## src/rtl/sram_ctrl_pkg.sv

```systemverilog
// sram_ctrl_pkg
// Shared definitions for the MEM-stage SRAM data controller.
//   state_t / IDLE, LO, HI, DONE : controller FSM encoding
//   HALF_LO / HALF_HI            : half-word select bit appended to the word index
//   DEFAULT_BASE_ADDR            : byte address that maps onto SRAM half-word 0
//   CNT_W                        : wait counter width, wide enough for up to 15 wait cycles
package sram_ctrl_pkg;

    typedef logic [1:0] state_t;

    localparam state_t IDLE = 2'd0;
    localparam state_t LO   = 2'd1;
    localparam state_t HI   = 2'd2;
    localparam state_t DONE = 2'd3;

    localparam logic HALF_LO = 1'b0;
    localparam logic HALF_HI = 1'b1;

    localparam logic [31:0] DEFAULT_BASE_ADDR = 32'd1024;

    localparam int CNT_W = 4;

endpackage

```

## src/rtl/sram_wait_counter.sv

```systemverilog
// sram_wait_counter
// Counts the clock cycles spent on one SRAM half-word access.
//   clk   in   system clock
//   rst   in   synchronous, active-high reset
//   clear in   return the count to zero on the next edge
//   cnt   out  current cycle index within the access (0 .. WAIT_CYCLES-1)
//   last  out  high on the final cycle of the access
module sram_wait_counter
    import sram_ctrl_pkg::*;
#(
    parameter int WAIT_CYCLES = 2
) (
    input  logic             clk,
    input  logic             rst,
    input  logic             clear,
    output logic [CNT_W-1:0] cnt,
    output logic             last
);

    assign last = (cnt == CNT_W'(WAIT_CYCLES - 1));

    always_ff @(posedge clk) begin
        if (rst || clear) begin
            cnt <= '0;
        end else begin
            cnt <= cnt + CNT_W'(1);
        end
    end

endmodule

```

## src/rtl/sram_data_controller.sv

```systemverilog
// sram_data_controller
// MEM-stage responder that serves one 32-bit load or store from a 16-bit
// asynchronous SRAM as two half-word accesses (low half first).
//   clk, rst                  system clock, synchronous active-high reset
//   rd_en, wr_en              request from the EXEC stage register (write wins)
//   address, write_data       byte address (word aligned) and store data
//   read_data                 load result, valid while ready=1 after a read
//   ready                     0 while busy; the pipeline freezes on ~ready
//   sram_addr                 half-word address
//   sram_dq_o/_i/_oe          pad data out, pad data in, pad output enable
//   sram_we_n/oe_n/ce_n/ub_n/lb_n  active-low SRAM strobes
module sram_data_controller
    import sram_ctrl_pkg::*;
#(
    parameter logic [31:0] BASE_ADDR   = DEFAULT_BASE_ADDR,
    parameter int          SRAM_AW     = 18,
    parameter int          WAIT_CYCLES = 2
) (
    input  logic               clk,
    input  logic               rst,
    input  logic               rd_en,
    input  logic               wr_en,
    input  logic [31:0]        address,
    input  logic [31:0]        write_data,
    output logic [31:0]        read_data,
    output logic               ready,
    output logic [SRAM_AW-1:0] sram_addr,
    output logic [15:0]        sram_dq_o,
    input  logic [15:0]        sram_dq_i,
    output logic               sram_dq_oe,
    output logic               sram_we_n,
    output logic               sram_oe_n,
    output logic               sram_ce_n,
    output logic               sram_ub_n,
    output logic               sram_lb_n
);

    state_t             state;
    logic               op_write;
    logic [SRAM_AW-2:0] widx;
    logic [31:0]        wdata;
    logic [31:0]        offset;
    logic               request;
    logic               in_access;
    logic               half;
    logic [CNT_W-1:0]   cnt;
    logic               last;
    logic               unused_addr_bits;

    // Word index relative to BASE_ADDR; the upper bits are dropped so that
    // out-of-range addresses wrap around the SRAM instead of faulting.
    assign offset           = address - BASE_ADDR;
    assign unused_addr_bits = ^{offset[31:SRAM_AW+1], offset[1:0], cnt};

    assign request   = rd_en | wr_en;
    assign in_access = (state == LO) || (state == HI);
    assign half      = (state == HI) ? HALF_HI : HALF_LO;

    assign sram_ce_n = 1'b0;
    assign sram_ub_n = 1'b0;
    assign sram_lb_n = 1'b0;

    // The counter idles at zero outside an access and wraps at the end of
    // each half, so both halves start counting from 0.
    sram_wait_counter #(
        .WAIT_CYCLES(WAIT_CYCLES)
    ) u_wait_counter (
        .clk  (clk),
        .rst  (rst),
        .clear(last | ~in_access),
        .cnt  (cnt),
        .last (last)
    );

    // The request is latched at acceptance so the pipeline registers may
    // change freely afterwards; read halves are captured on the final cycle
    // of each access, when the SRAM output has had the full wait to settle.
    always_ff @(posedge clk) begin
        if (rst) begin
            state     <= IDLE;
            op_write  <= 1'b0;
            widx      <= '0;
            wdata     <= '0;
            read_data <= '0;
        end else begin
            case (state)
                IDLE: begin
                    if (request) begin
                        state    <= LO;
                        op_write <= wr_en;
                        widx     <= offset[SRAM_AW:2];
                        wdata    <= write_data;
                    end
                end
                LO: begin
                    if (last) begin
                        state <= HI;
                        if (!op_write) begin
                            read_data[15:0] <= sram_dq_i;
                        end
                    end
                end
                HI: begin
                    if (last) begin
                        state <= DONE;
                        if (!op_write) begin
                            read_data[31:16] <= sram_dq_i;
                        end
                    end
                end
                DONE: begin
                    state <= IDLE;
                end
                default: begin
                    state <= IDLE;
                end
            endcase
        end
    end

    // Strobes and pad controls decode directly from the registered state.
    // WE is released on the final cycle of a write half so the data and
    // address stay valid past its rising edge.
    always_comb begin
        ready      = 1'b0;
        sram_addr  = '0;
        sram_dq_o  = '0;
        sram_dq_oe = 1'b0;
        sram_we_n  = 1'b1;
        sram_oe_n  = 1'b1;
        case (state)
            IDLE: ready = ~request;
            DONE: ready = 1'b1;
            LO, HI: begin
                sram_addr = {widx, half};
                if (op_write) begin
                    sram_dq_oe = 1'b1;
                    sram_dq_o  = (half == HALF_HI) ? wdata[31:16] : wdata[15:0];
                    sram_we_n  = last;
                end else begin
                    sram_oe_n = 1'b0;
                end
            end
            default: ready = 1'b0;
        endcase
    end

endmodule

```

## config.mk

```make
export PLATFORM = sky130hd
export DESIGN_NAME = sram_data_controller
export DESIGN_NICKNAME = d
export VERILOG_FILES = /design/src/rtl/sram_ctrl_pkg.sv /design/src/rtl/sram_wait_counter.sv /design/src/rtl/sram_data_controller.sv
export SDC_FILE = /design/constraint.sdc
export NUM_CORES = 1
export LEC_CHECK = 0
export ABC_AREA = 1
export ABC_CLOCK_PERIOD_IN_PS = 2100
export BUFFER_PORTS_ARGS = -buffer_cell sky130_fd_sc_hd__buf_2
export CORE_ASPECT_RATIO = 1.25
export CORE_MARGIN = 2
export CORE_UTILIZATION = 48
export CTS_CLUSTER_DIAMETER = 60
export DETAILED_ROUTE_END_ITERATION = 7
export PLACE_DENSITY = 0.8
export SYNTH_ARGS = -nofsm -noshare
export SYNTH_HDL_FRONTEND = slang
export SYNTH_SLANG_ARGS = --single-unit
export TNS_END_PERCENT = 1
```

## constraint.sdc

```tcl
create_clock -name clk -period 2.1 [get_ports clk]
set_input_delay 0 -clock clk [delete_from_list [all_inputs] [get_ports clk]]
set_output_delay 0 -clock clk [all_outputs]
set_load 0.02 [all_outputs]
```

==> run summary <==
Result of the run: finished, final reports clean
Worst Setup Start Kind: flop
Final-layout fill cell count: 611
First-pass GRT wire length: 17.4 mm
Number of synthesized register bits: 88
Maximum number of pins on one net before global-route repair: 66
Headroom to the max-slew limit: 62.5%
Multiplexer area fraction after synthesis: 0%
Total leakage power: 2.69 nW
Number of buffers created by CTS: 9
GP Congestion: 0.857
Mean number of vias per cell: 4.99
Cell area after technology mapping: 0.00383 mm²
Final setup fails: 0
Wire length per cell after detailed routing: 13.0 µm
Cell variety after synth: 27
Clock tree buffer depth: 2
Highest ir drop seen on vdd: 0.000634 V
IO Port Bufs: 138
Overall via count from detail_route: 4135
Synthesized instance count: 544
Simple logic cell fraction of the synthesized area: 29.5%
Hold violation total from the final report: 0
Multi-input gate area in the final layout: 0.00174 mm²
Core box area: 0.00779 mm²
Final routed wirelength across all metal layers: 10.8 mm
Net switching power: 0.00242 W
Mean instance size in the synthesized netlist: 7.04 µm²
Horizontal die dimension: 83.9 µm
Adder-cell area share of the yosys netlist: 2.61%
Initial Utilization: 49.2%
Classification of the worst-slack hold path: in2reg
Largest family of logic cells by synthesized area: simple AND/OR/NAND/NOR gates
All-Layer GR Usage: 24.1%
Cell type contributing the most total cell area after synthesis: dfxtp_1
Worst setup skew after layout: 8.98 ps
CTS sink cnt: 88
Pwr Density: 1120 mW/mm²
Count of routing violations after the opening detailed-route iteration: 173
Root buffer cell: clkbuf_8
Post-route worst setup slack: 263 ps
Worst Path Required: 2100 ps
Combinational Power Share: 40.6%
Internal power contribution: 0.00360 W
Inserted Diodes: 0
Yosys synthesis warning count: 0
CTS HTree Levels: 3
Remaining design rule violation count: 0
Register area: 0.00176 mm²
Final critical path time including I/O delays and setup: 1840 ps
Period utilisation layout: 87.5%
CTS clk-pin slew, worst paths: 90 ps
Antenna Nets Post-Route: 0
Detailed placer's ending HPWL: 6.64 mm
Worst-Skew Late Latency: 340 ps
Setup repair after global routing missed its margin: false
Crit Path Category: reg2out
Proportion of netlist area held by the largest area contributor: 46.0%
Post-synthesis sequential area ratio: 46.0%
XOR/XNOR share of the synthesized area: 0.686%
Top-level port count: 157
TritonCTS clock tree: built
Vias in the first global route: 3859
# rows: 36
Setup TNS Final: 0 ps
Proportion of layout cells with a drive suffix above 1: 23.6%
Kind of capture point of the worst setup path: primary output
Share of power burned in registers: 37.8%
Max Cap Viol: 0
Number of antenna violations at the first check in global routing: 0
Net count reported at finish: 821
Area Overhead vs Synth: 40.9%
Clk pwr share: 21.6%
Total Die Area: 0.00872 mm²
Highest fanout seen on the critical path: 16
DP Worst Slack: 426 ps
Cell types with the largest area share after synthesis: dfxtp_1 46%, nor2_1 17%, o21ai_0 7.3%, nand2_1 5.5%, inv_1 3.8%
Vertical extent of the die: 104 µm
CP Data Arrival Time: 1840 ps
Compound-cell area share of the yosys netlist: 12.3%
Number of iterations in the first detailed-routing pass: 5
Transition time of the tightest slew-check pin: 563 ps
Highest Clock Rate: 544 MHz
Residual overflow from global routing: 0
Number of pins exceeding their max-slew limit in the final report: 0
Fraction of power spent switching nets: 40.1%
-- metal layers --
layer	part of all wire [%]	GRT usage [%]	wire length (µm)	up-vias
li1	-	-	-	2095
met1	41	27.8	4410	1853
met2	50	42.9	5350	161
met3	6.8	4.29	731	26
met4	2.8	11.1	303	0
met5	0	0	0	-
-- layout by cell type, fill, tap and decap left out, drive strengths merged --
cell type,netlist,routed
conb,1,3
a21oi,25,25
xor2,1,1
dlygate4sd3,0,61
xnor2,2,2
clkinv,1,2
nand3,12,12
nand4,16,16
o21ai,67,67
clkinvlp,0,2
nand2,57,57
clkbuf,16,10
nand3b,1,1
nor2,172,172
bufinv,0,2
inv,41,42
nor3,16,16
buf,20,147
dfxtp,88,88
ha,8,8
-- power groups by stage --
| stage | clock network, W | registers, W | logic [W] |
|---|---|---|---|
| finish | 0.00130 | 0.00227 | 0.00245 |
| global route | 0.00140 | 0.00232 | 0.00272 |
| CTS | 0.00135 | 0.00227 | 0.00241 |
| detailed placement | 0 | 0.00230 | 0.00232 |
| global placement | 0 | 0.00228 | 0.00226 |
| floorplan | 0 | 0.00232 | 0.00164 |
-- cells by family after synthesis --
family	Yosys count
xor+xnor	3
flops	88
compound gates	92
other cells	1
fa+ha+maj	8
buf+inv	78
simple gates	274
-- synth_stat cells, drive strengths merged --
master,n
a21oi,25
buf,20
clkbuf,16
clkinv,1
conb,1
dfxtp,88
ha,8
inv,41
nand2,57
nand3,12
nand3b,1
nand4,16
nor2,172
nor3,16
o21ai,67
xnor2,2
xor2,1
-- cell type report --
type | instances | area share, %
flip-flops and latches | 88 | 32.6
well taps | 95 | 2.20
clock buffers | 10 | 2.55
repair buffers | 208 | 25.6
inverters | 42 | 3.06
clock inverters | 6 | 1.67
multi-input cells | 380 | 32.3
-- stage by stage --
stage / hold WS, ps / instances / instance area (µm²) / total power, W / utilization (%)
global placement: 217 / 751 / 4540 / 0.00454 / 58.3
floorplan: 89.4 / 546 / 3840 / 0.00396 / -
CTS: 0.470 / 828 / 5380 / 0.00602 / 69.1
detailed placement: 231 / 751 / 4540 / 0.00462 / 58.3
global route: 30.2 / 829 / 5400 / 0.00644 / 69.3
finish: 22.1 / 829 / 5400 / 0.00602 / 69.3
-- state kept, by name, indices dropped and copies added, names as in the netlist --
register and count:
widx 17, op_write 1, read_data 32, u_wait_counter.cnt 4
wdata 32, state 2
-- critical path, cell delays in order, from the launching register on --
cell,delay (ps)
dfxtp_1,350
inv_1,110
ha_2,310
buf_4,260
nor2_1,70
nor3_1,200
buf_2,210
-- path summary, 6_finish.rpt --
check,from,end,slack (ps),depth (start not counted)
max reg2reg,state[0],wdata[10],480,6
min reg2reg,read_data[7],read_data[7],460,2
min,wr_en,op_write,20,3
max,state[0],sram_dq_o[11],260,6
-- what timing repair did --
item | 4_1_cts | 5_1_grt
setup endpoints to repair | 0 | 16
endpoints found under the hold margin | 77 | 0
hold buffers | 61 | 0
buffers inserted | 0 | 1
gates resized for setup | 0 | 2
Note: power is estimated with default switching activity, not from simulation.
